## config.mk

```make
export PLATFORM = sky130hd
export DESIGN_NAME = mux8_rr_sched
export DESIGN_NICKNAME = d
export VERILOG_FILES = /design/src/rtl/mux8_rr_sched_pkg.sv /design/src/rtl/rr_pick8.sv /design/src/rtl/mux8_rr_sched.sv
export SDC_FILE = /design/constraint.sdc
export NUM_CORES = 1
export LEC_CHECK = 0
export ABC_AREA = 1
export ABC_CLOCK_PERIOD_IN_PS = 3300
export CAP_MARGIN = 20
export CORE_MARGIN = 2
export CORE_UTILIZATION = 54
export DETAILED_ROUTE_END_ITERATION = 7
export PLACE_DENSITY = 0.8
export SYNTH_ARGS = -nofsm -noshare
export SYNTH_HDL_FRONTEND = slang
export SYNTH_HIERARCHICAL = 1
export SYNTH_SLANG_ARGS = --single-unit
```

## constraint.sdc

```tcl
create_clock -name clk -period 3.3 [get_ports clk]
set_input_delay 0.66 -clock clk [delete_from_list [all_inputs] [get_ports clk]]
set_output_delay 0.66 -clock clk [all_outputs]
set_load 0.05 [all_outputs]
```

## src/rtl/mux8_rr_sched_pkg.sv

```systemverilog
// Shared constants, state encoding and helpers for the 8-way round-robin mux scheduler.
// Latency: n/a (declarations only).
// Backpressure: n/a.
package mux8_rr_sched_pkg;

    localparam int N_REQ = 8;
    localparam int SEL_W = 3;

    typedef enum logic {
        IDLE  = 1'b0,
        GRANT = 1'b1
    } state_t;

    // One-hot vector with only bit idx set.
    function automatic logic [N_REQ-1:0] onehot8(input logic [SEL_W-1:0] idx);
        logic [N_REQ-1:0] one;
        one = {{(N_REQ-1){1'b0}}, 1'b1};
        return one << idx;
    endfunction

endpackage

```

## src/rtl/rr_pick8.sv

```systemverilog
// Round-robin pick: first set request at or after ptr, wrapping mod 8.
// Latency: purely combinational.
// Backpressure: none; found=0 when no request is set.
// Ports: req[7:0] request vector, ptr[2:0] highest-priority index,
//        found any request set, idx[2:0] winning requester index.
module rr_pick8
    import mux8_rr_sched_pkg::*;
(
    input  logic [N_REQ-1:0] req,
    input  logic [SEL_W-1:0] ptr,
    output logic             found,
    output logic [SEL_W-1:0] idx
);

    logic [2*N_REQ-1:0] req_dbl;
    logic [N_REQ-1:0]   req_rot;
    logic [SEL_W-1:0]   off;

    always_comb begin
        // Doubling the vector turns the wrap-around rotate into a plain slice:
        // req_rot[0] is req[ptr], req_rot[1] is req[ptr+1], and so on.
        req_dbl = {req, req};
        req_rot = req_dbl[ptr +: N_REQ];

        // Lowest set bit of the rotated vector is the nearest requester after ptr.
        off = '0;
        for (int i = N_REQ - 1; i >= 0; i--) begin
            if (req_rot[i]) begin
                off = SEL_W'(i);
            end
        end

        found = |req;
        // SEL_W-bit add wraps mod 8 for free.
        idx   = ptr + off;
    end

endmodule

```

## src/rtl/mux8_rr_sched.sv

```systemverilog
// Round-robin scheduler owning the select of a shared 8:1 mux; one-hot grant per requester.
// Latency: grant 1 cycle after request in IDLE; one idle turnaround cycle after each release.
// Backpressure: a grant ends after HOLD cycles or when the holder drops req; en=0 blocks new grants only.
// Ports: clk, rst_n (async active-low), en scheduler enable, req[7:0] requests,
//        gnt[7:0] one-hot grant, sel[2:0] mux select (index of granted requester), busy grant active.
module mux8_rr_sched
    import mux8_rr_sched_pkg::*;
#(
    parameter int HOLD  = 8,
    parameter int CNT_W = 4
) (
    input  logic             clk,
    input  logic             rst_n,
    input  logic             en,
    input  logic [N_REQ-1:0] req,
    output logic [N_REQ-1:0] gnt,
    output logic [SEL_W-1:0] sel,
    output logic             busy
);

    state_t           state, state_nxt;
    logic [SEL_W-1:0] ptr, ptr_nxt;
    logic [CNT_W-1:0] cnt, cnt_nxt;
    logic [N_REQ-1:0] gnt_nxt;
    logic [SEL_W-1:0] sel_nxt;
    logic             busy_nxt;

    logic             pick_found;
    logic [SEL_W-1:0] pick_idx;

    rr_pick8 u_pick (
        .req   (req),
        .ptr   (ptr),
        .found (pick_found),
        .idx   (pick_idx)
    );

    always_ff @(posedge clk or negedge rst_n) begin
        if (!rst_n) begin
            state <= IDLE;
            ptr   <= '0;
            cnt   <= '0;
            gnt   <= '0;
            sel   <= '0;
            busy  <= 1'b0;
        end else begin
            state <= state_nxt;
            ptr   <= ptr_nxt;
            cnt   <= cnt_nxt;
            gnt   <= gnt_nxt;
            sel   <= sel_nxt;
            busy  <= busy_nxt;
        end
    end

    always_comb begin
        state_nxt = state;
        ptr_nxt   = ptr;
        cnt_nxt   = cnt;
        gnt_nxt   = gnt;
        sel_nxt   = sel;
        busy_nxt  = busy;

        case (state)
            IDLE: begin
                if (en && pick_found) begin
                    state_nxt = GRANT;
                    gnt_nxt   = onehot8(pick_idx);
                    sel_nxt   = pick_idx;
                    busy_nxt  = 1'b1;
                    // cnt counts the remaining extra cycles; the grant edge itself is the first.
                    cnt_nxt   = CNT_W'(HOLD - 1);
                end
            end
            GRANT: begin
                // Only the holder's request matters here; other req bits wait for IDLE.
                if (!req[sel] || cnt == '0) begin
                    state_nxt = IDLE;
                    gnt_nxt   = '0;
                    busy_nxt  = 1'b0;
                    // The next scan starts just after the released holder (7 wraps to 0).
                    ptr_nxt   = sel + SEL_W'(1);
                end else begin
                    cnt_nxt = cnt - CNT_W'(1);
                end
            end
            default: begin
                state_nxt = IDLE;
            end
        endcase
    end

endmodule

```

==> reports/qor.yml <==
skew_ps: 2.104
worstRegToRegCells: 22
synthToLayoutAreaGrowth_pct: 24.53
synth_largest_area_cell: "dfrtp_1"
power.share.switching_pct: 54.63
setup_tns_ps: 0
p_sw_mw: 1.214
ctsRootBufferMaster: "clkbuf_4"
crit_type: "reg -> reg"
cap_violations: 0
cts_setup_buffers: 0
seq_power_share_pct: 22.7
die_area_um2: 3428
final_hold_viol_count: 0
yosysTopAreaCellShare_pct: 31.15
cts_made_buffers: 3
regToRegStartpoint: "ptr[1]"
maxSlewViolCount: 0
initial_core_util_pct: 57.76
routed_wl_mm: 3.655
syn_area_um2: 1607
hp-class: "reg -> reg"
worst_pin_slew_ps: 912.5
fmaxAchievable_mhz: 340.1
cts_tree: "yes"
worst_hold_slack_ps: 513.7
nets: 283
grt_pass1_vias: 1460
first_pass_iters: 4
syn_nets: 248
critPathMaxFanout: 10
htreeDepth: 1
final_core_util_pct: 71.93
setup_viol: 0
ys_ff_latch: 20
critical_path_required_ps: 3560
postRouteAntennaNets: 0
drive_above_1_share_pct: 21.72
p_comb_share_pct: 68.1
seq_area_frac_synth_pct: 31.15
grt_first_pass_wirelength_mm: 6.258
power_density_nw_per_um2: 1110
drtIter0Drc: 44
detail_route.wl_per_cell_um: 12.27
cts_resized: 0
hold_path_startpoint: "busy"
rows: 19
final_cell_area_um2: 2001
hold_depth: 2
fin_crit_sh_pct: 89.11
max_slew_margin_pct: 38.98
hold_buffers: 0
post-route-min-period_ps: 2941
placed_area_um2: 1919
rsz0062_at_grt: "false"
synth_area_per_cell_um2: 6.895
die-height_um: 58.55
die_w_um: 58.55
worstPathArrival_ps: 3200
cts_sinks: 20
min_to: "busy"
irDropWorstVdd_mv: 0.8411
multi_input_area_um2: 965.9
clockPowerShare_pct: 9.2
fill_cells: 216
overflow: 0
insertion_delay_ps: 310
r2r_setup_slack_ps: 360
crit_path_start_kind: "flip-flop"
final_common_cell: "nand2_1"
synthTopCellsByArea: "dfrtp_1, nand2_1, nand3_2, nand3_1, nand2_2"
layout_common_cells: "nand2_1, nand3_1, inv_1, dfrtp_1, nand2_2"
drc: 0
r2r-end: "gnt[0]"
end_kind: "flip-flop"
io_buffers: 22
core_um2: 2781
clockBufferDepth: 2
leakage_nw: 1.116
seq_area_um2: 501.7
grt_max_degree: 21
antenna_cells: 0
dp_hpwl_mm: 2.767
postSynthCellCount: 233
p_int_mw: 1.008
vias: 1566
synth_warnings: 6
track_usage_pct: 24.02
antenna_found_initial: 0
ys_types: 26
gp_congestion: 0.8423
viasPerCell: 5.255
outcome: "finished clean"
design.portCount: 23
clk_pin_slew_worst_paths_ps: 120
## power by group through the flow
| stage | Clock (mW) | Sequential, mW | Combinational [mW] |
|---|---|---|---|
| 2_1_floorplan | 0 | 0.625 | 1.02 |
| 3_3_place_gp | 0 | 0.501 | 1.48 |
| 3_5_place_dp | 0 | 0.502 | 1.50 |
| 4_1_cts | 0.209 | 0.497 | 1.51 |
| 5_1_grt | 0.220 | 0.519 | 1.70 |
| 6_report | 0.204 | 0.504 | 1.51 |
## kinds of logic after synthesis
| family | after synthesis | share of synthesized area (%) |
|---|---|---|
| flip-flops | 20 | 31.15 |
| adder cells (fa/ha/maj) | 4 | 3.583 |
| AND/OR/NAND/NOR | 167 | 50.93 |
| XOR/XNOR | 3 | 1.636 |
| AO/OA/AOI/OAI | 10 | 3.505 |
| buffers and inverters | 29 | 9.190 |
## final cells by class
class	count	share of cell area, %
inverters	23	4.816
clock buffers	3	1.126
well taps	31	1.939
clock inverters	1	1.501
repair buffers	36	17.26
multi-input cells	184	48.28
flip-flops and latches	20	25.08
## through the flow
step | setup WS [ps] | cells | power (mW)
2_1_floorplan | 635.1 | 233 | 1.647
5_1_grt | 17.99 | 298 | 2.435
4_1_cts | 128.5 | 298 | 2.217
6_report | 359.4 | 298 | 2.221
3_5_place_dp | -186.8 | 294 | 2.002
3_3_place_gp | -135.4 | 294 | 1.979
## critical path, cell delays in order, from the launching register on
cell and delay, ps:
dfrtp_1 640, inv_4 130, nand3_1 140, nand3_1 80, nand2_1 100, nand2_1 60, nand2_1 50, nand2_1 40
nand2_1 50, nand2_1 40, a21oi_1 120, ha_1 150, inv_1 50, fa_1 370, xor2_1 160, nand3b_1 170
nand2_1 70, inv_1 50, inv_1 60, nand2_1 100, nor2_1 120, nand2_1 60, nand2_1 60
## registers in the layout, indices dropped and copies added (netlist names)
register / cells
gnt: 8
cnt: 4
ptr: 3
sel: 3
busy: 1
state: 1
## worst max path at each step
stage	from	endpoint	slack, ps	cells after the start
after detailed placement	req[4]	gnt[0]	-190	23
after floorplan	req[5]	gnt[0]	640	23
after global placement	req[4]	gnt[0]	-140	23
final	ptr[1]	gnt[0]	360	22
after global routing	ptr[1]	gnt[2]	20	23
after CTS	req[4]	gnt[0]	130	23
## synthesized netlist by cell type (all sizes together)
library cell and instances:
nand2 113, nand3 39, inv 23, dfrtp 20
nor2 11, buf 6, o21ai 6, a21oi 3
ha 3, nor4 2, xor2 2, fa 1
nand3b 1, nand4 1, o21bai 1, xnor2 1
## routing by layer
metal	wire length, um	part of all wire [%]	GRT usage (%)	vias to the layer above
met5	0	0	0	-
met4	49	1.3	8.306	0
met1	1728	47	31.69	728
met2	1755	48	39.97	31
li1	-	-	-	803
met3	121	3.3	3.956	4
Power figures use the tool's default switching activity.
